===== src/rtl/uart_hex_cmd.sv =====
// rtl/uart_hex_cmd.sv - ASCII hex command parser bridging a UART byte stream to a 16-bit bus
module uart_hex_cmd #(
  parameter int ACK_TIMEOUT = 255
) (
  input  logic        clk,
  input  logic        rst,
  input  logic        rx_ready,
  input  logic [7:0]  rx_byte,
  output logic        rx_read,
  output logic        tx_start,
  output logic [7:0]  tx_data,
  input  logic        tx_fifo_full,
  output logic [15:0] bus_addr,
  output logic [15:0] bus_wdata,
  output logic        bus_we,
  output logic        bus_re,
  input  logic [15:0] bus_rdata,
  input  logic        bus_ack
);

  typedef enum logic [2:0] {
    S_IDLE,
    S_ADDR,
    S_DATA,
    S_EOL,
    S_BUS,
    S_RESP,
    S_FLUSH
  } state_t;

  typedef enum logic [1:0] {
    RSP_ERR,
    RSP_WOK,
    RSP_ROK
  } resp_t;

  localparam logic [7:0]  CH_CR    = 8'h0D;
  localparam logic [7:0]  CH_LF    = 8'h0A;
  localparam logic [7:0]  CH_W_UC  = 8'h57;
  localparam logic [7:0]  CH_W_LC  = 8'h77;
  localparam logic [7:0]  CH_R_UC  = 8'h52;
  localparam logic [7:0]  CH_R_LC  = 8'h72;
  localparam logic [7:0]  CH_K     = 8'h4B;
  localparam logic [7:0]  CH_QUERY = 8'h3F;
  // Last counter value at which an ack still counts; the next miss is the timeout.
  localparam logic [15:0] TMO_LAST = 16'(ACK_TIMEOUT - 1);

  state_t      state;
  resp_t       resp_kind;
  logic        is_write;
  logic [15:0] acc;
  logic [1:0]  digit_cnt;
  logic [15:0] tmo_cnt;
  logic [15:0] rdata_q;
  logic [2:0]  byte_idx;

  logic        consume_state;
  logic        push;
  logic [4:0]  hex_in;
  logic        hex_ok;
  logic [15:0] acc_next;
  logic [7:0]  resp_byte;
  logic [2:0]  resp_last;

  // Returns {valid, nibble} for an ASCII hex digit of either case.
  function automatic logic [4:0] hex_decode(input logic [7:0] c);
    if (c >= 8'h30 && c <= 8'h39) begin
      return {1'b1, c[3:0]};
    end else if ((c >= 8'h41 && c <= 8'h46) || (c >= 8'h61 && c <= 8'h66)) begin
      return {1'b1, c[3:0] + 4'd9};
    end else begin
      return 5'b0_0000;
    end
  endfunction

  // Uppercase ASCII for one nibble.
  function automatic logic [7:0] hex_ascii(input logic [3:0] n);
    return (n < 4'd10) ? (8'h30 + {4'h0, n}) : (8'h37 + {4'h0, n});
  endfunction

  assign hex_in   = hex_decode(rx_byte);
  assign hex_ok   = hex_in[4];
  assign acc_next = {acc[11:0], hex_in[3:0]};

  // The pop strobe must coincide with the sampled byte so the FIFO head advances
  // before the next decision; it is therefore decoded, never registered.
  assign consume_state = (state == S_IDLE) || (state == S_ADDR) || (state == S_DATA) ||
                         (state == S_EOL)  || (state == S_FLUSH);
  assign rx_read       = ~rst & rx_ready & consume_state;

  // A response byte goes out in every RESP cycle the TX FIFO has room.
  assign push     = ~rst & (state == S_RESP) & ~tx_fifo_full;
  assign tx_start = push;
  assign tx_data  = push ? resp_byte : 8'h00;

  // Selects the response byte addressed by byte_idx and the index of the final LF.
  always_comb begin
    resp_byte = 8'h00;
    resp_last = 3'd2;
    case (resp_kind)
      RSP_ROK: begin
        resp_last = 3'd5;
        case (byte_idx)
          3'd0:    resp_byte = hex_ascii(rdata_q[15:12]);
          3'd1:    resp_byte = hex_ascii(rdata_q[11:8]);
          3'd2:    resp_byte = hex_ascii(rdata_q[7:4]);
          3'd3:    resp_byte = hex_ascii(rdata_q[3:0]);
          3'd4:    resp_byte = CH_CR;
          default: resp_byte = CH_LF;
        endcase
      end
      RSP_WOK: begin
        case (byte_idx)
          3'd0:    resp_byte = CH_K;
          3'd1:    resp_byte = CH_CR;
          default: resp_byte = CH_LF;
        endcase
      end
      default: begin
        case (byte_idx)
          3'd0:    resp_byte = CH_QUERY;
          3'd1:    resp_byte = CH_CR;
          default: resp_byte = CH_LF;
        endcase
      end
    endcase
  end

  // Command FSM: parsing, bus handshake with timeout, and response sequencing.
  always_ff @(posedge clk) begin
    if (rst) begin
      state     <= S_IDLE;
      resp_kind <= RSP_ERR;
      is_write  <= 1'b0;
      acc       <= 16'h0000;
      digit_cnt <= 2'd0;
      tmo_cnt   <= 16'h0000;
      rdata_q   <= 16'h0000;
      byte_idx  <= 3'd0;
      bus_addr  <= 16'h0000;
      bus_wdata <= 16'h0000;
      bus_we    <= 1'b0;
      bus_re    <= 1'b0;
    end else begin
      case (state)
        S_IDLE: begin
          if (rx_ready) begin
            if (rx_byte == CH_W_UC || rx_byte == CH_W_LC) begin
              is_write  <= 1'b1;
              acc       <= 16'h0000;
              digit_cnt <= 2'd0;
              state     <= S_ADDR;
            end else if (rx_byte == CH_R_UC || rx_byte == CH_R_LC) begin
              is_write  <= 1'b0;
              acc       <= 16'h0000;
              digit_cnt <= 2'd0;
              state     <= S_ADDR;
            end else if (rx_byte != CH_CR && rx_byte != CH_LF) begin
              state <= S_FLUSH;
            end
          end
        end

        S_ADDR: begin
          if (rx_ready) begin
            if (hex_ok) begin
              acc       <= acc_next;
              digit_cnt <= digit_cnt + 2'd1;
              if (digit_cnt == 2'd3) begin
                bus_addr <= acc_next;
                if (is_write) begin
                  acc   <= 16'h0000;
                  state <= S_DATA;
                end else begin
                  state <= S_EOL;
                end
              end
            end else if (rx_byte == CH_CR) begin
              resp_kind <= RSP_ERR;
              byte_idx  <= 3'd0;
              state     <= S_RESP;
            end else begin
              state <= S_FLUSH;
            end
          end
        end

        S_DATA: begin
          if (rx_ready) begin
            if (hex_ok) begin
              acc       <= acc_next;
              digit_cnt <= digit_cnt + 2'd1;
              if (digit_cnt == 2'd3) begin
                bus_wdata <= acc_next;
                state     <= S_EOL;
              end
            end else if (rx_byte == CH_CR) begin
              resp_kind <= RSP_ERR;
              byte_idx  <= 3'd0;
              state     <= S_RESP;
            end else begin
              state <= S_FLUSH;
            end
          end
        end

        S_EOL: begin
          if (rx_ready) begin
            if (rx_byte == CH_CR) begin
              bus_we  <= is_write;
              bus_re  <= ~is_write;
              tmo_cnt <= 16'h0000;
              state   <= S_BUS;
            end else begin
              state <= S_FLUSH;
            end
          end
        end

        S_BUS: begin
          // An ack in the final allowed cycle wins over the timeout.
          if (bus_ack) begin
            bus_we    <= 1'b0;
            bus_re    <= 1'b0;
            byte_idx  <= 3'd0;
            state     <= S_RESP;
            if (is_write) begin
              resp_kind <= RSP_WOK;
            end else begin
              resp_kind <= RSP_ROK;
              rdata_q   <= bus_rdata;
            end
          end else if (tmo_cnt == TMO_LAST) begin
            bus_we    <= 1'b0;
            bus_re    <= 1'b0;
            tmo_cnt   <= tmo_cnt + 16'd1;
            resp_kind <= RSP_ERR;
            byte_idx  <= 3'd0;
            state     <= S_RESP;
          end else begin
            tmo_cnt <= tmo_cnt + 16'd1;
          end
        end

        S_RESP: begin
          if (!tx_fifo_full) begin
            if (byte_idx == resp_last) begin
              byte_idx <= 3'd0;
              state    <= S_IDLE;
            end else begin
              byte_idx <= byte_idx + 3'd1;
            end
          end
        end

        S_FLUSH: begin
          if (rx_ready && rx_byte == CH_CR) begin
            resp_kind <= RSP_ERR;
            byte_idx  <= 3'd0;
            state     <= S_RESP;
          end
        end

        default: state <= S_IDLE;
      endcase
    end
  end

endmodule

===== config.mk =====
export PLATFORM = sky130hd
export DESIGN_NAME = uart_hex_cmd
export DESIGN_NICKNAME = d
export VERILOG_FILES = /design/src/rtl/uart_hex_cmd.sv
export SDC_FILE = /design/constraint.sdc
export NUM_CORES = 1
export LEC_CHECK = 0
export ABC_AREA = 1
export BUFFER_PORTS_ARGS = -buffer_cell sky130_fd_sc_hd__buf_4
export CAP_MARGIN = 20
export CORE_UTILIZATION = 55
export DETAILED_ROUTE_END_ITERATION = 8
export PLACE_DENSITY_LB_ADDON = 0.08
export SYNTH_ARGS = -nofsm -noshare
export SYNTH_HDL_FRONTEND = slang
export SYNTH_SLANG_ARGS = --single-unit

===== constraint.sdc =====
create_clock -name clk -period 2 [get_ports clk]
set_input_delay 0.2 -clock clk [delete_from_list [all_inputs] [get_ports clk]]
set_output_delay 0.2 -clock clk [all_outputs]
set_load 0.02 [all_outputs]

# After elaboration in Yosys (flattened, before gate mapping)
# Cells that the tools add are included.
[classes] addsub=12 magnitude_cmp=10 eq_ne=42 n_mux=79 bitwise=7 reduce_logical=32
[ops] op="two-way mux 12 bit" count=9
[ops] op="two-way mux 3 bit" count=25
[ops] op="adder 6 x 4 -> 7 bit, first input constant" count=8
[ops] op="two-way mux 16 bit" count=3
[ops] op="one-hot mux 12 bit (3 select lines)" count=1
[ops] op="one-hot mux 7 bit (5 select lines)" count=1
[ops] op="equality test 8 x 7 -> 1 bit, second input constant" count=4
[ops] op="one-hot mux 16 bit (2 select lines)" count=1
[ops] op="two-way mux 2 bit" count=14
[ops] op="two-way mux 7 bit" count=4
[ops] op="one-hot mux 3 bit (7 select lines)" count=1
[ops] op="inequality test 2 bit, second input constant" count=9
[ops] op="adder 16 x 1 -> 16 bit, second input constant" count=1
[ops] op="equality test 16 x 8 -> 1 bit, second input constant" count=1
[ops] op=">= comparator 8 x 7 -> 1 bit, second input constant" count=2
[ops] op="less-or-equal comparator 8 x 7 -> 1 bit, second input constant" count=2
[ops] op="less-than comparator 4 bit, second input constant" count=4
[ops] op="inequality test 8 x 4 -> 1 bit, second input constant" count=2
[ops] op="one-hot mux 8 bit (2 select lines)" count=1
[ops] op="AND reduction 4 bit" count=4
[ops] op="one-hot mux 7 bit (2 select lines)" count=1
[ops] op="AND reduction 7 bit" count=2
[ops] op="equality test 3 x 2 -> 1 bit, second input constant" count=4
[ops] op="equality test 3 bit, second input constant" count=4
[ops] op="other kinds (36)" count=74
[totals] ff_bits=89 inputBits=29 out_inout_bits=44 word_cells=194

# Logic depth before layout (Yosys ltp)
# Gate-level depths: netlist of the first run.
[logic_depth] ltp_word=10 depth_mapped=13 ltp_nobuf=13

# Least setup slack after synthesis of the first run
# Ideal clock, no wire load.
[synth_timing] path_kind="register to output" start="reg state[2]" end="out tx_data[4]" t_arrival_ns=1.997 required_time_ns=1.800 path_slack_ns=-0.197 stages_incl_launch_ff=8 path_buffers=1 cell_sequence="dfxtp_1 -> buf_4 -> nand2_1 -> nor2_1 -> inv_1 -> nor3_1 -> o21ai_0 -> a21oi_1"
[synth_via] elab_chain_cells=4
[synth_lines] element="start, declared" line="48" text="state_t state;"
[synth_lines] element="start signal, assigned" line="132" text="state <= S_IDLE;"
[synth_lines] element="start signal, assigned" line="152" text="state <= S_ADDR;"
[synth_lines] element="start signal, assigned" line="157" text="state <= S_ADDR;"
[synth_lines] element="equality test 3 bit" line="92" text="assign push = ~rst & (state == S_RESP) & ~tx_fifo_full;"
[synth_lines] element="bitwise AND 1 bit (2 in series)" line="92"
[synth_lines] element="via tx_start" line="10" text="output logic tx_start,"
[synth_lines] element="two-way mux 8 bit" line="94" text="assign tx_data = push ? resp_byte : 8'h00;"
[synth_lines] element="end, declared" line="11" text="output logic [7:0] tx_data,"
# The timed path passes the listed nets, and every way through them passes these cells.

# Final worst setup path of the first run
[layout_timing] start="reg byte_idx[0]" end="out tx_data[3]"
[layout_via] elab_chain_cells=4 elab_cells_between_ends=8 classes_between="4 x eq/ne; 3 x mux; 1 x reduce/logical"
[layout_lines] element="start, declared" line="55" text="logic [2:0] byte_idx;"
[layout_lines] element="start signal, assigned" line="251" text="byte_idx <= byte_idx + 3'd1;"
[layout_lines] element="equality test 3 bit (tied with other cells)" line="103" text="case (byte_idx)"
[layout_lines] element="one-hot mux 7 bit (5 select lines) *" line="103"
[layout_lines] element="one-hot mux 8 bit (2 select lines) *" line="100" text="case (resp_kind)"
[layout_lines] element="two-way mux 8 bit *" line="94"
# Mark *: on every way between the ends. The rest lies on a longest branch, timed or not.

==> results of run 1 <==
-- state kept, by name (all words and copies together), names as in the netlist --
register   count
digit_cnt      2
is_write       1
bus_we         1
rdata_q       16
resp_kind      2
bus_re         1
bus_addr      16
state          3
tmo_cnt       16
acc           12
byte_idx       3
bus_wdata     16
-- where the power goes --
part / internal (µW) / total (µW) / switching (µW)
Combinational: 1130 / 2830 / 1700
Clock: 484 / 1230 / 741
Sequential: 1980 / 2170 / 190
Total: 3600 / 6230 / 2630
-- cell families (layout without fill, tap and decap cells) --
| kind of cell | count (synthesis) | in the layout | synth area share [%] |
|---|---|---|---|
| simple gates | 340 | 340 | 29.57 |
| compound gates | 176 | 176 | 18.64 |
| buf+inv | 121 | 219 | 10.14 |
| flops | 89 | 89 | 36.27 |
| fa+ha+maj | 18 | 18 | 4.585 |
| xor+xnor | 4 | 4 | 0.7133 |
| other cells | 1 | 1 | 0.07634 |
-- critical path, stage by stage, from the launching register on --
cell and delay [ns]:
dfxtp_4 0.38, buf_6 0.12, ha_4 0.15, ha_4 0.18
nor2_2 0.11, nand3_2 0.08, nand2_2 0.08, a21oi_2 0.04
nand2_1 0.06, nand2_1 0.06, a21oi_2 0.13, buf_4 0.15
-- cell usage after synthesis, types with 3 or more instances --
| master | n |
|---|---|
| clkbuf_1 | 12 |
| ha_1 | 18 |
| o21ai_1 | 3 |
| o21a_1 | 3 |
| buf_4 | 3 |
| nand4_1 | 10 |
| o22ai_1 | 5 |
| dfxtp_1 | 89 |
| nand3_1 | 46 |
| a21oi_1 | 83 |
| buf_6 | 4 |
| nand2_1 | 156 |
| nor3_1 | 11 |
| inv_2 | 6 |
| nand2_2 | 3 |
| inv_1 | 94 |
| nor2_1 | 105 |
| o21ai_0 | 75 |
-- layer usage --
metal	up-vias	track usage (%)	routed length [µm]
li1	2614	-	-
met4	0	8.211	251
met2	195	45.25	5926
met1	2390	36.01	5746
met3	27	5.477	842
met5	-	0	0
-- worst min path at each step --
| stage | from | end | slack, ns | depth (start not counted) |
|---|---|---|---|---|
| final | bus_rdata[11] | rdata_q[11] | 0.09 | 3 |
| after global placement | bus_wdata[0] | bus_wdata[0] | 0.44 | 2 |
| after detailed placement | bus_wdata[0] | bus_wdata[0] | 0.44 | 2 |
| after global routing | bus_rdata[11] | rdata_q[11] | 0.09 | 3 |
| after floorplan | bus_rdata[11] | rdata_q[11] | 0.33 | 2 |
| after CTS | bus_rdata[11] | rdata_q[11] | 0.08 | 3 |
-- stage by stage --
stage / instance area [µm²] / hold WS [ns] / worst slack (ns) / total power, µW / instances
after global routing: 6160 / 0.09442 / -0.2208 / 6637 / 955
after global placement: 5648 / 0.4356 / 0.1444 / 4261 / 930
after CTS: 6045 / 0.08251 / -0.1333 / 5947 / 953
final: 6160 / 0.09146 / -0.1235 / 6226 / 955
after detailed placement: 5648 / 0.4375 / 0.03544 / 4299 / 930
after floorplan: 4917 / 0.3349 / 0.09200 / 3672 / 749
-- what timing repair did --
action,CTS,global route
setup endpoints to repair,7,22
buffers inserted,7,2
resized for setup,55,31
pin swaps,16,8
-- area by class of cell --
class | instances | share of cell area, %
inverters | 100 | 6.338
clock buffers | 9 | 2.011
repair buffers | 103 | 13.00
multi-input cells | 539 | 46.19
well taps | 108 | 2.194
flip-flops and latches | 89 | 29.15
clock inverters | 7 | 1.117
==> impl_metrics.toml, run 1 <==
[global_routing]
grt_max_degree = 32
grt_antenna_before_repair = 0
gr-total-overflow = 0
grt.total_usage_pct = 27.40
grt_pass1_vias = 4513
grt_pass1_wl_um = 20040

[sta]
fin_ws_ns = -0.1235
tightest_slew_ns = 0.5001
finalClockSkew_ns = 0.02177
fin_crit_sh_pct = 106.2
hold_viol_final = 0
max_freq_mhz = 470.9
rsz0062_at_grt = "yes"
fin_crit_ns = 2.123
slew_violations = 0
setup_violations = 7
relSlewSlack_pct = 66.31
finalSetupTns_ns = -0.6076

[finish]
n_fill_cell = 747
seqCellArea_mm2 = 0.001795
insertedDiodeCount = 0
nets = 889
layout-drive-gt1-share_pct = 23.38
fin_util_pct = 70.98
area_growth_pct = 25.39
multi_input_area_mm2 = 0.002845
layout_common_cells = "nand2_1, nor2_1, buf_4"
layout_commonest_cell = "nand2_1"

[logic_synthesis]
syn_area_mm2 = 0.004912
async_reset_ff_share_pct = 0
ys.flop_type = "dfxtp_1"
netlist-cell-type-count = 33
synth_seq_cells = 89
synth.area.top_cells = "dfxtp_1, nand2_1, a21oi_1"
syn-instance-count = 749
syn_area_per_cell_um2 = 6.558
yosysSeqAreaShare_pct = 36.27
syn_nets = 796
yosysTopAreaCellShare_pct = 36.27
yosysTopAreaCell = "dfxtp_1"
synth_enable_flop_cells = 0
yosysWarnings = 0

[clock_network]
insertion_delay_ns = 0.38
clock-sinks = 89
cts.reportedPaths.clkPinSlew_ns = 0.10
cts_root_buffer = "clkbuf_8"
htreeDepth = 3
cts-buffers-inserted = 9
cts_tree = "done"
cts_hold_buf = 0
clockBufferDepth = 2

[pwr]
p_leak_uw = 0.002655
powerDensity_mw_per_mm2 = 1011
vdd_drop_max_mv = 0.6497

[detailed_routing]
drt_iter0_markers = 227
routed_via_density = 5.472
drtPass1Iterations = 7
drt-wirelength-per-cell_um = 13.37
drc = 1
postRouteAntennaNets = 0
num_vias = 5226
routed_wirelength_um = 12770

[setup_path]
rrSetupSlack_ns = 0.18
worstSetupStartpointType = "register"
endpoint = "tx_data[3]"
worstSetupStartpoint = "byte_idx[0]"
r2r_start = "state[1]"
critical_path_required_ns = 1.80
cp.arrival_ns = 1.92
r2r_end = "rdata_q[15]"
crit_path_end_kind = "output pin"
reg2regPathDepth = 9
crit_path_max_fanout = 7
path_class = "reg2out"

[place]
place_congestion = 0.8861
port_buffers = 71
hpwl_um = 9174

[die]
initial_core_util_pct = 56.60
die_area_mm2 = 0.009313
fp.coreArea_mm2 = 0.008678
fp.dieH_um = 96.51
die_w_um = 96.51
ioPinCount = 73
rows = 34

[min_path]
hp-class = "in2reg"

[status]
failed_checks = "design-rule violations, negative setup slack"
outcome = "finished, violations left"

[job]
cap_viol_max_count = 0
Note: power is estimated with default switching activity, not from simulation.
==> run 2: changes to the inputs <==
--- a/config.mk
+++ b/config.mk
@@ -5,12 +5,12 @@
 export SDC_FILE = /design/constraint.sdc
 export NUM_CORES = 1
 export LEC_CHECK = 0
-export ABC_AREA = 1
 export BUFFER_PORTS_ARGS = -buffer_cell sky130_fd_sc_hd__buf_4
 export CAP_MARGIN = 20
 export CORE_UTILIZATION = 55
 export DETAILED_ROUTE_END_ITERATION = 8
 export PLACE_DENSITY_LB_ADDON = 0.08
+export RECOVER_POWER = 50
 export SYNTH_ARGS = -nofsm -noshare
 export SYNTH_HDL_FRONTEND = slang
 export SYNTH_SLANG_ARGS = --single-unit
==> impl_metrics.toml, run 2 <==
[status]
outcome = "finished, violations left"
failed_checks = "negative setup slack"

[die]
rows = 33
ioPinCount = 73
fp.coreArea_mm2 = 0.008341
fp.dieH_um = 95.59
die_w_um = 95.59
initial_core_util_pct = 57.76
die_area_mm2 = 0.009136

[global_routing]
grt_pass1_wl_um = 20190
grt_antenna_before_repair = 0
grt_max_degree = 79
grt.total_usage_pct = 27.99
grt_pass1_vias = 4402
gr-total-overflow = 0

[sta]
hold_viol_final = 0
fin_crit_sh_pct = 113.5
relSlewSlack_pct = 47.69
whs_ns = 0.07051
slew_violations = 0
finalClockSkew_ns = 0.01011
fin_ws_ns = -0.2696
rsz0062_at_grt = "yes"
tightest_slew_ns = 0.7846
setup_violations = 12
max_freq_mhz = 440.6
fin_crit_ns = 2.270

[clock_network]
cts_root_buffer = "clkbuf_8"
cts-buffers-inserted = 9
insertion_delay_ns = 0.37
clock-sinks = 89
cts.reportedPaths.clkPinSlew_ns = 0.10
htreeDepth = 3
cts_tree = "done"
clockBufferDepth = 2
cts_hold_buf = 0

[detailed_routing]
drt-wirelength-per-cell_um = 15.62
top_layer_used = "met4"
num_vias = 4635
wl_met3_um = 603
drtPass1Iterations = 5
drt_iter0_markers = 247
wl_met1_um = 5706
postRouteAntennaNets = 0
routed_via_density = 5.708
routed_wirelength_um = 12680
met2_wirelength_um = 6053
drc = 0

[place]
hpwl_um = 8506
place_ws_ns = -0.2434
port_buffers = 71
place_area_mm2 = 0.005838
place_congestion = 0.9250

[logic_synthesis]
syn_area_mm2 = 0.004817
synth_compound_area_share_pct = 17.84
synth_common_cells = "dfxtp_1, nor2_1, nand2_1, a21oi_1, o21ai_0"
synth_seq_cells = 89
async_reset_ff_share_pct = 0
synthAdderAreaFrac_pct = 4.675
synth_top_family_by_area = "simple AND/OR/NAND/NOR gates"
syn_nets = 635
syn_area_per_cell_um2 = 8.192
synth_enable_flop_cells = 0
syn-instance-count = 588
netlist-cell-type-count = 67
yosysTopAreaCell = "dfxtp_1"
yosys.area_share.simple_pct = 24.44
yosysSeqAreaShare_pct = 36.99
yosysMostFrequentCell = "dfxtp_1"
yosysTopAreaCellShare_pct = 36.99
synthXorXnorAreaFrac_pct = 2.727
ys.flop_type = "dfxtp_1"
synthMuxAreaShare_pct = 7.844
yosysWarnings = 0
synth.area.top_cells = "dfxtp_1, mux2i_1, nor2_1"

[finish]
insertedDiodeCount = 0
layout-drive-gt1-share_pct = 27.72
stdcell_area_mm2 = 0.006295
fin_util_pct = 75.47
layout_commonest_cell = "buf_4"
n_fill_cell = 629
area_growth_pct = 30.68
nets = 749
layout_common_cells = "buf_4, dfxtp_1, nor2_1"

[pwr]
powerDensity_mw_per_mm2 = 778.2
vdd_drop_max_mv = 0.6154
p_leak_uw = 0.002365

[setup_path]
crit_path_max_fanout = 6
cp.arrival_ns = 2.07
worstSetupStartpointType = "register"
path_class = "reg2out"
critical_path_required_ns = 1.80
crit_path_end_kind = "output pin"

[job]
cap_viol_max_count = 0

[min_path]
hp-class = "in2reg"
## run 2: changes by cell type in the layout (fill, tap and decap cells not counted), sizes merged, moves of 9 or more
| cell | previous run | this run |
|---|---|---|
| nor2b | 0 | 9 |
| mux2i | 0 | 31 |
| nand3 | 49 | 16 |
| buf | 103 | 94 |
| nor2 | 107 | 80 |
| inv | 102 | 29 |
| a21oi | 83 | 42 |
| o21ai | 80 | 33 |
| clkbuf | 9 | 48 |
| xor2 | 2 | 11 |
| nand2b | 0 | 20 |
| nand2 | 159 | 65 |
| a211oi | 1 | 12 |
## run 2: cell families after synthesis
kind of cell / count (synthesis)
adders and majority gates: 18
AOI/OAI and AO/OA: 130
and+or+nand+nor: 241
muxes: 37
buffers and inverters: 57
xor gates and xnor gates: 15
other: 1
DFF: 89
## run 2: layout make-up
type                       count  area (µm²)  area share, %
clock buffer                   9       123.9          1.968
clock inverter                 7       81.33          1.292
inverter                      27       107.6          1.709
timing repair buffer         133       929.6          14.77
multi-input combinational    442        3117          49.51
tap                          105       131.4          2.087
sequential                    89        1804          28.66
## run 2: report_power, final
part | switching, µW | internal [µW] | total (µW) | leakage, µW
registers | 135 | 1880 | 2020 | 0.000726
logic | 916 | 699 | 1620 | 0.00154
clock network | 767 | 499 | 1270 | 0.000103
total | 1820 | 3080 | 4900 | 0.00236
## run 2: timing repair
item	in CTS	in global routing
pin swaps	28	17
setup buffers	6	2
setup endpoints to repair	16	25
gates resized for setup	68	35
## run 2: final timing paths
kind	start	end	slack (ns)	depth (start not counted)
hold reg to reg	digit_cnt[0]	digit_cnt[0]	0.50	2
setup / recovery	byte_idx[0]	tx_data[3]	-0.27	10
hold / removal	bus_rdata[8]	rdata_q[8]	0.07	3
setup reg to reg	state[1]	rdata_q[1]	-0.04	6
## run 2: worst max-delay path: stages, from the launching register on
cell	delay, ns
dfxtp_4	0.40
ha_4	0.17
ha_4	0.16
buf_6	0.13
nand2_4	0.07
nor3_2	0.04
a31oi_1	0.20
nand4_1	0.17
nand2_1	0.15
a21oi_2	0.08
buf_6	0.13
## run 2: per-stage QoR
step,std cells,total power [µW],setup TNS [ns]
after floorplan,588,2961,-0.2820
after global placement,788,3437,-6.822
after detailed placement,788,3465,-10.43
after CTS,810,4803,-0.8683
after global routing,812,5158,-8.410
final,812,4899,-1.295
## run 2: metal layers
layer	track usage [%]	up-vias
met5	0	-
met4	9.577	0
met3	4.386	29
met2	47.98	139
met1	35.58	2183
li1	-	2284
==> run 3: changes to the inputs <==
--- a/config.mk
+++ b/config.mk
@@ -7,7 +7,7 @@
 export LEC_CHECK = 0
 export BUFFER_PORTS_ARGS = -buffer_cell sky130_fd_sc_hd__buf_4
 export CAP_MARGIN = 20
-export CORE_UTILIZATION = 55
+export CORE_UTILIZATION = 57
 export DETAILED_ROUTE_END_ITERATION = 8
 export PLACE_DENSITY_LB_ADDON = 0.08
 export RECOVER_POWER = 50
==> impl_metrics.toml, run 3 (synthesized netlist as in run 2, its figures left out) <==
[detailed_routing]
postRouteAntennaNets = 0
drt_iter0_markers = 278
routed_wirelength_um = 12370
drc = 0
drt-wirelength-per-cell_um = 15.24
num_vias = 4656
routed_via_density = 5.734
drtPass1Iterations = 6

[global_routing]
grt_pass1_vias = 4354
grt.total_usage_pct = 28.33
gr-total-overflow = 0
grt_max_degree = 79
grt_pass1_wl_um = 19910
grt_antenna_before_repair = 0

[sta]
fin_crit_sh_pct = 110.3
whs_ns = 0.05515
slew_violations = 0
finalClockSkew_ns = 0.02204
hold_viol_final = 0
relSlewSlack_pct = 47.56
fin_ws_ns = -0.2061
max_freq_mhz = 453.3
setup_violations = 11
rsz0062_at_grt = "yes"
tightest_slew_ns = 0.7866
fin_crit_ns = 2.206

[clock_network]
cts_tree = "done"
clock-sinks = 89
clockBufferDepth = 2
cts-buffers-inserted = 9
cts_root_buffer = "clkbuf_8"
cts.reportedPaths.clkPinSlew_ns = 0.11
htreeDepth = 3
insertion_delay_ns = 0.37

[die]
fp.dieH_um = 93.93
initial_core_util_pct = 58.63
rows = 33
fp.coreArea_mm2 = 0.008217
die_area_mm2 = 0.008823
ioPinCount = 73
die_w_um = 93.93

[place]
port_buffers = 71
place_congestion = 0.9550
hpwl_um = 8548
dp_cells = 788

[finish]
layout-drive-gt1-share_pct = 26.73
nets = 749
fin_util_pct = 75.83
fin_cells = 812
layout_common_cells = "buf_4, dfxtp_1, nor2_1"
layout_commonest_cell = "buf_4"
area_growth_pct = 29.35
n_fill_cell = 642
insertedDiodeCount = 0

[setup_path]
worstSetupStartpointType = "register"
path_class = "reg2out"
path_buf_inv = 1
crit_chain = "ha_4 -> ha_4 -> nor2_2 -> o21ai_4 -> nand2_2 -> nor2_1 -> o21ai_0 -> a211oi_2 -> buf_4"
critical_path_required_ns = 1.80
crit_path_max_fanout = 4
cp_common_cell = "ha_4"
cp_slowest_cell = "dfxtp_4"
crit_path_end_kind = "output pin"
cp_slowest_stage_delay_ns = 0.39
crit_family = "compound AO/OA/AOI/OAI gates"
cp.arrival_ns = 2.01

[min_path]
hp-class = "in2reg"

[status]
outcome = "finished, violations left"
failed_checks = "negative setup slack"

[pwr]
p_sw_share_pct = 35.47
clockPowerShare_pct = 27.4
p_seq_share_pct = 40.1
p_leak_uw = 0.002337
power.switching_uw = 1765
powerDensity_mw_per_mm2 = 798.4
p_comb_share_pct = 32.5
cell_internal_pwr_uw = 3210
vdd_drop_max_mv = 0.7655

[job]
cap_viol_max_count = 0
## run 3: metrics by stage
stage	power (µW)	setup WS [ns]	setup TNS (ns)	area [µm²]
floorplan	2961	-0.04233	-0.2820	4905
global route	5212	-0.2815	-7.571	6231
global placement	3440	-0.1691	-5.870	5844
detailed placement	3477	-0.2449	-9.496	5844
finish	4975	-0.2061	-1.218	6231
CTS	4917	-0.2015	-0.9269	6315
## run 3: worst paths after layout
| kind | startpoint | endpoint | cells after the start | slack (ns) |
|---|---|---|---|---|
| worst max-delay path | byte_idx[0] | tx_data[6] | 9 | -0.21 |
| worst min-delay path | bus_rdata[11] | rdata_q[11] | 3 | 0.06 |
| worst max register to register | state[0] | state[0] | 7 | -0.01 |
| worst min register to register | rdata_q[0] | rdata_q[0] | 2 | 0.48 |
## run 3: cell type report
class / count / area, µm² / share of cell area, %
Multi-Input combinational cell: 442 / 3059 / 49.10
Sequential cell: 89 / 1803 / 28.94
Timing Repair Buffer: 133 / 913.4 / 14.66
Clock buffer: 10 / 137.6 / 2.209
Tap cell: 105 / 131.4 / 2.108
Inverter: 27 / 105.1 / 1.687
Clock inverter: 6 / 81.33 / 1.305
## run 3: metal layers
| metal | share of wire, % | up-vias | GRT usage [%] |
|---|---|---|---|
| met5 | 0 | - | 0 |
| met2 | 49 | 140 | 47.45 |
| li1 | - | 2283 | - |
| met4 | 1.7 | 0 | 8.718 |
| met1 | 44 | 2212 | 36.72 |
| met3 | 4.8 | 21 | 5.340 |
## run 3: worst reg2reg max path: stages, from the launching register on
cell and delay [ns]:
dfxtp_1 0.39, clkbuf_1 0.21, nand2b_1 0.30, nand2_1 0.09, o21ai_1 0.14, o31a_1 0.18
and4_2 0.27, mux2_1 0.33
## run 3: what timing repair did
item,CTS,global route
setup buffers,7,1
hold buffers,0,0
pin swaps,27,13
setup endpoints to repair,8,20
gates resized for setup,67,19
## run 3: power by group through the flow
stage	registers (µW)	logic (µW)	clock network (µW)
after global routing	2010	1750	1450
after global placement	2010	1430	0
final	2000	1610	1370
after floorplan	2010	951	0
after CTS	1980	1550	1380
after detailed placement	2020	1460	0
